<file path="src/rtl/l_buffer_multiload_pkg.sv">
// Shared definitions for the lookup engines and the preprocess loader.
// Widths here describe the default build; modules take their own parameters.
package l_buffer_multiload_pkg;

    localparam int NUM_ENGINE  = 4;
    localparam int LIT_IDX_MAX = 8;
    localparam int CLA_W       = 64;
    localparam int PTR_ENTRY_W = 16;
    localparam int PTR_DEPTH   = 2 * LIT_IDX_MAX;

    typedef logic [CLA_W-1:0]                   node_t;
    typedef logic [PTR_ENTRY_W-1:0]             dummy_entry_t;
    typedef logic [PTR_DEPTH*PTR_ENTRY_W-1:0]   dummy_ptr_t;

endpackage

</file>
<file path="src/rtl/l_buffer_ptr_assembler.sv">
// Collects pointer entries into a full table and flags the cycle the last
// entry is written.
module l_buffer_ptr_assembler #(
    parameter int  LIT_IDX_MAX = l_buffer_multiload_pkg::LIT_IDX_MAX,
    parameter int  PTR_ENTRY_W = l_buffer_multiload_pkg::PTR_ENTRY_W,
    localparam int PTR_DEPTH   = 2 * LIT_IDX_MAX,
    localparam int CNT_W       = (PTR_DEPTH <= 2) ? 1 : $clog2(PTR_DEPTH)
) (
    input  logic                             clock,
    input  logic                             reset,
    input  logic                             load,
    input  logic [PTR_ENTRY_W-1:0]           entry,
    output logic [CNT_W-1:0]                 count,
    output logic [PTR_DEPTH*PTR_ENTRY_W-1:0] table_out,
    output logic                             done
);
    import l_buffer_multiload_pkg::*;

    logic [CNT_W-1:0]                 count_reg;
    logic [CNT_W-1:0]                 count_next;
    logic [PTR_DEPTH*PTR_ENTRY_W-1:0] table_reg;
    logic                             last_entry;

    assign last_entry = (count_reg == CNT_W'(PTR_DEPTH - 1));
    assign done       = load && last_entry;

    always_comb begin
        count_next = count_reg;
        if (load) begin
            count_next = last_entry ? '0 : count_reg + 1'b1;
        end
    end

    always_ff @(posedge clock) begin
        if (reset) begin
            count_reg <= '0;
            table_reg <= '0;
        end else begin
            count_reg <= count_next;
            for (int i = 0; i < PTR_DEPTH; i++) begin
                if (load && count_reg == CNT_W'(i)) begin
                    table_reg[i*PTR_ENTRY_W +: PTR_ENTRY_W] <= entry;
                end
            end
        end
    end

    assign count     = count_reg;
    assign table_out = table_reg;

endmodule

</file>
<file path="src/rtl/l_buffer_multiload.sv">
// Preprocess loader: routes clauses to the selected engine and hands complete
// pointer tables to engines round-robin or by broadcast, with backpressure.
module l_buffer_multiload #(
    parameter int  NUM_ENGINE  = l_buffer_multiload_pkg::NUM_ENGINE,
    parameter int  LIT_IDX_MAX = l_buffer_multiload_pkg::LIT_IDX_MAX,
    parameter int  CLA_W       = l_buffer_multiload_pkg::CLA_W,
    parameter int  PTR_ENTRY_W = l_buffer_multiload_pkg::PTR_ENTRY_W,
    localparam int PTR_DEPTH   = 2 * LIT_IDX_MAX,
    localparam int ENG_W       = (NUM_ENGINE <= 2) ? 1 : $clog2(NUM_ENGINE),
    localparam int CNT_W       = (PTR_DEPTH <= 2) ? 1 : $clog2(PTR_DEPTH)
) (
    input  logic                             clock,
    input  logic                             reset,
    input  logic [CLA_W-1:0]                 clause_in,
    input  logic                             load_clause_in,
    input  logic [PTR_ENTRY_W-1:0]           ptr_in,
    input  logic                             load_ptr_in,
    input  logic                             load_change_engine_in,
    input  logic                             ptr_broadcast_in,
    input  logic [NUM_ENGINE-1:0]            clause_ready_in,
    input  logic [NUM_ENGINE-1:0]            ptr_ready_in,
    output logic                             in_ready_out,
    output logic [CLA_W-1:0]                 clause_out,
    output logic [NUM_ENGINE-1:0]            clause_valid_out,
    output logic [PTR_DEPTH*PTR_ENTRY_W-1:0] ptr_out,
    output logic [NUM_ENGINE-1:0]            ptr_valid_out,
    output logic [CNT_W-1:0]                 ptr_count_out,
    output logic                             load_drop_err_out
);
    import l_buffer_multiload_pkg::*;

    logic [ENG_W-1:0]      engine_idx_reg;
    logic [ENG_W-1:0]      engine_idx_next;
    logic [ENG_W-1:0]      ptr_engine_idx_reg;
    logic [ENG_W-1:0]      ptr_engine_idx_wrap;
    logic [CLA_W-1:0]      clause_reg;
    logic [NUM_ENGINE-1:0] clause_pend_reg;
    logic [NUM_ENGINE-1:0] ptr_pend_reg;
    logic                  drop_err_reg;
    logic [NUM_ENGINE-1:0] clause_sel;
    logic [NUM_ENGINE-1:0] ptr_sel;
    logic                  in_ready;
    logic                  clause_accept;
    logic                  ptr_accept;
    logic                  table_done;

    // Ready depends only on held state, so no ready input can reach it combinationally.
    assign in_ready      = !(|clause_pend_reg) && !(|ptr_pend_reg);
    assign clause_accept = load_clause_in && in_ready;
    assign ptr_accept    = load_ptr_in && in_ready;

    always_comb begin
        engine_idx_next = engine_idx_reg;
        if (load_change_engine_in) begin
            engine_idx_next = (engine_idx_reg == ENG_W'(NUM_ENGINE - 1)) ? '0
                                                                        : engine_idx_reg + 1'b1;
        end
        ptr_engine_idx_wrap = (ptr_engine_idx_reg == ENG_W'(NUM_ENGINE - 1)) ? '0
                                                                            : ptr_engine_idx_reg + 1'b1;
    end

    // A clause accepted alongside an engine change targets the new engine.
    for (genvar gi = 0; gi < NUM_ENGINE; gi++) begin : g_sel
        assign clause_sel[gi] = (engine_idx_next == ENG_W'(gi));
        assign ptr_sel[gi]    = (ptr_engine_idx_reg == ENG_W'(gi));
    end

    l_buffer_ptr_assembler #(
        .LIT_IDX_MAX (LIT_IDX_MAX),
        .PTR_ENTRY_W (PTR_ENTRY_W)
    ) u_assembler (
        .clock     (clock),
        .reset     (reset),
        .load      (ptr_accept),
        .entry     (ptr_in),
        .count     (ptr_count_out),
        .table_out (ptr_out),
        .done      (table_done)
    );

    always_ff @(posedge clock) begin
        if (reset) begin
            engine_idx_reg     <= '0;
            ptr_engine_idx_reg <= '0;
            clause_reg         <= '0;
            clause_pend_reg    <= '0;
            ptr_pend_reg       <= '0;
            drop_err_reg       <= 1'b0;
        end else begin
            engine_idx_reg <= engine_idx_next;

            if (clause_accept) begin
                clause_reg      <= clause_in;
                clause_pend_reg <= clause_sel;
            end else begin
                clause_pend_reg <= clause_pend_reg & ~clause_ready_in;
            end

            if (table_done) begin
                if (ptr_broadcast_in) begin
                    ptr_pend_reg <= '1;
                end else begin
                    ptr_pend_reg       <= ptr_sel;
                    ptr_engine_idx_reg <= ptr_engine_idx_wrap;
                end
            end else begin
                ptr_pend_reg <= ptr_pend_reg & ~ptr_ready_in;
            end

            if ((load_clause_in || load_ptr_in) && !in_ready) begin
                drop_err_reg <= 1'b1;
            end
        end
    end

    assign in_ready_out      = in_ready;
    assign clause_out        = clause_reg;
    assign clause_valid_out  = clause_pend_reg;
    assign ptr_valid_out     = ptr_pend_reg;
    assign load_drop_err_out = drop_err_reg;

endmodule

</file>
<file path="config.mk">
export PLATFORM = sky130hd
export DESIGN_NAME = l_buffer_multiload
export DESIGN_NICKNAME = d
export VERILOG_FILES = /design/src/rtl/l_buffer_multiload_pkg.sv /design/src/rtl/l_buffer_ptr_assembler.sv /design/src/rtl/l_buffer_multiload.sv
export SDC_FILE = /design/constraint.sdc
export NUM_CORES = 1
export LEC_CHECK = 0
export ABC_AREA = 1
export CAP_MARGIN = 20
export CELL_PAD_IN_SITES_DETAIL_PLACEMENT = 0
export CELL_PAD_IN_SITES_GLOBAL_PLACEMENT = 1
export CORE_ASPECT_RATIO = 0.75
export CORE_MARGIN = 3
export CORE_UTILIZATION = 36
export DETAILED_ROUTE_END_ITERATION = 8
export PLACE_DENSITY_LB_ADDON = 0.1
export SKIP_CTS_REPAIR_TIMING = 1
export SYNTH_ARGS = -nofsm -noshare
export SYNTH_HDL_FRONTEND = slang
export SYNTH_HIERARCHICAL = 1
export SYNTH_SLANG_ARGS = --single-unit
</file>
<file path="constraint.sdc">
create_clock -name clock -period 3.7 [get_ports clock]
set_input_delay 0.74 -clock clock [delete_from_list [all_inputs] [get_ports clock]]
set_output_delay 0.74 -clock clock [all_outputs]
set_load 0.005 [all_outputs]
</file>
==> results by group <==
Timing
  – Final setup vio count: 0
  – Post-route minimum period: 2.820 ns
  – Setup TNS Final: 0 ns
  – Unrepaired setup endpoints after global routing: false
  – Normalized max-slew margin: 0.2401
  – Worst Skew: 0.02307 ns
  – Tightest Pin Transition: 1.139 ns
  – Final Hold Viols: 0
  – Final worst setup slack: 0.8802 ns
  – F_max: 354.6 MHz
  – Tcrit/Tclk final: 0.7621
  – Slew Limit Fails: 0

Synthesis
  – Area contributors post-synth: dfxtp_1 (47%), nor2_1 (16%), nand2_1 (11%)
  – Post-Syn Area: 14250 um2
  – Largest area contributor in the netlist: dfxtp_1
  – Yosys warning count: 6
  – Yosys cell types: 29
  – Yosys top cell area share: 0.4735
  – Syn Inst Count: 1924
  – Register area share after synthesis: 0.4735
  – Syn avg cell area: 7.405 um2
  – Yosys reg bits: 337
  – Post-Syn Nets: 2027

Clock tree
  – Clock transition at path regs: 0.06 ns
  – H-Tree Depth: 2
  – Root Driver: clkbuf_16
  – Clock Latency Late Sink: 0.53 ns
  – CTS buffer count: 37
  – Clock Path Buffers: 3
  – CTS sink cnt: 337
  – CTS tree: built

Setup path
  – CP max stage cell: dfxtp_1
  – Worst path max stage delay: 0.86 ns
  – Worst-path maximum fanout: 8
  – Crit path cell chain: clkdlybuf4s50_1
  – Crit Path Category: flop to output port
  – Largest delay share family, worst path: flip-flops
  – CP required: 2.96 ns
  – CP Depth: 1
  – Reg-to-Reg End: u_assembler/table_out[194]
  – Kind of start point of the critical path: flop
  – Buf+Inv Stages, Crit Path: 1
  – Critical Path End Type: output port
  – Critical Path AT: 2.08 ns
  – Reg2reg setup slack: 1.43 ns
  – Reg2reg start: clause_valid_out[3]
  – R2R cell count: 9

Placement
  – Port-buffer cells: 427
  – Setup WS pre-CTS: 0.7923 ns
  – Cell total after placement: 2742
  – Dpl hpwl: 32.98 mm
  – Global placer's final weighted congestion: 0.7486

Cells and area
  – Layout cell share with drive strength beyond 1: 0.05669
  – Non-Filler Instances: 2805
  – P&R area growth vs syn: 37.96%
  – Largest register FFs: 256
  – Leading cell type in the layout, fill and taps excluded: nor2_1
  – ANT cells: 0
  – Nets: 2372
  – Commonest non-fill, non-tap cells in the layout: nor2_1 (608), clkdlybuf4s50_1 (426), nand2_1 (412), dfxtp_1 (337), nand3_1 (181)

Floorplan
  – Ports: 428
  – CORE AREA: 38630 um2
  – Chip height: 178.3 um
  – Die area: 42020 um2
  – Rows: 62
  – Starting Density: 0.3688
  – Die width: 235.7 um

Global route
  – Initial antenna violation count: 0
  – Vias in the first global route: 12104
  – Largest net degree at the start of global routing: 115
  – First-pass GRT wire length: 75.21 mm
  – GRT Total Usage: 0.2314
  – Remaining global-route overflow: 0

Outcome
  – Status: finished clean

Detailed routing
  – Vias post-DR: 13120
  – Residual DRC: 0
  – Drt via density: 4.677
  – Routed wire length: 51.07 mm
  – DRT iter0 DRCs: 857
  – Pre-antenna DRT Iters: 6
  – Wirelength per Cell: 18.21 um
  – Post-route ant nets: 0

Power and ir drop
  – Pwr/cell area: 477.1 nW/um2
  – Maximum VDD drop: 0.3140 mV
  – Leakage: 7.874 nW

Worst hold path
  – HP Class: flop to flop
  – Hold Path Depth: 2
  – End of the worst hold path: load_drop_err_out
  – Worst hold start: load_drop_err_out

Job
  – MaxCap Viol Count: 0
==> synthesized netlist by cell type <==
master    instances
clkinv_1          1
nand2_1         412
ha_1              9
nand3_1         181
inv_1            33
nand3b_1         64
nor3b_1           1
inv_6             2
a21oi_1          74
nor2_8           13
buf_4            27
nor2_4            5
inv_2             4
nor2_2            2
buf_2            52
buf_12            2
nand2_4           1
clkbuf_1          9
nand2_8           7
nand3_2          13
inv_4             3
buf_1            28
buf_8             2
nand2_2           1
o21ai_1           2
dfxtp_1         337
o21ai_0           5
buf_6            26
nor2_1          608
==> cell type report <==
| class | count | area (um2) |
|---|---|---|
| fill | 3874 | 18980 |
| sequential | 337 | 6746 |
| multi-input combinational | 1398 | 6372 |
| timing repair buffer | 452 | 4522 |
| clock buffer | 54 | 1040 |
| tap | 512 | 640.6 |
| inverter | 43 | 186.4 |
| clock inverter | 9 | 147.6 |
==> tightest hold or removal path, stage by stage (launching register included) <==
cell and delay [ns]:
dfxtp_1 0.33, nor2_1 0.05, nor2_1 0.06
==> metrics by stage <==
stage	utilization	hold slack (ns)	instance area [um2]	power (mW)
6_report	0.5088	0.4731	19660	9.378
5_1_grt	0.5088	0.5000	19660	9.806
4_1_cts	0.5088	0.4791	19660	9.484
3_5_place_dp	0.4780	0.4646	18470	5.732
3_3_place_gp	0.4780	0.4598	18470	5.714
2_1_floorplan	-	0.4539	14250	5.044
==> where the power goes <==
group / switching [mW] / internal [mW] / total, mW
registers: 0.124 / 3.85 / 3.97
logic: 0.920 / 0.752 / 1.67
clock network: 1.51 / 2.22 / 3.73
==> cell families (layout without fill, tap and decap cells) <==
family / after synthesis / count (layout) / synth area share
AND/OR/NAND/NOR: 1308 / 1308 / 0.4099
flip-flops: 337 / 337 / 0.4735
buffers and inverters: 189 / 558 / 0.08027
AO/OA/AOI/OAI: 81 / 81 / 0.02845
adder cells (fa/ha/maj): 9 / 9 / 0.007904
==> worst max path at each step <==
stage | slack [ns] | from | endpoint
global placement | 0.79 | load_ptr_in | u_assembler/table_out[214]
finish | 0.88 | u_assembler/count[3] | ptr_count_out[3]
floorplan | 1.47 | load_ptr_in | ptr_engine_idx_reg[0]
detailed placement | 0.79 | load_ptr_in | u_assembler/table_out[201]
CTS | 0.81 | u_assembler/count[3] | ptr_count_out[3]
global route | 0.82 | u_assembler/count[3] | ptr_count_out[3]
==> per-layer routing <==
metal,GRT usage,part of all wire
met4,0.05952,0.024
met3,0.05750,0.072
met5,0,0
met2,0.3743,0.46
met1,0.3108,0.45
Power figures use the tool's default switching activity.
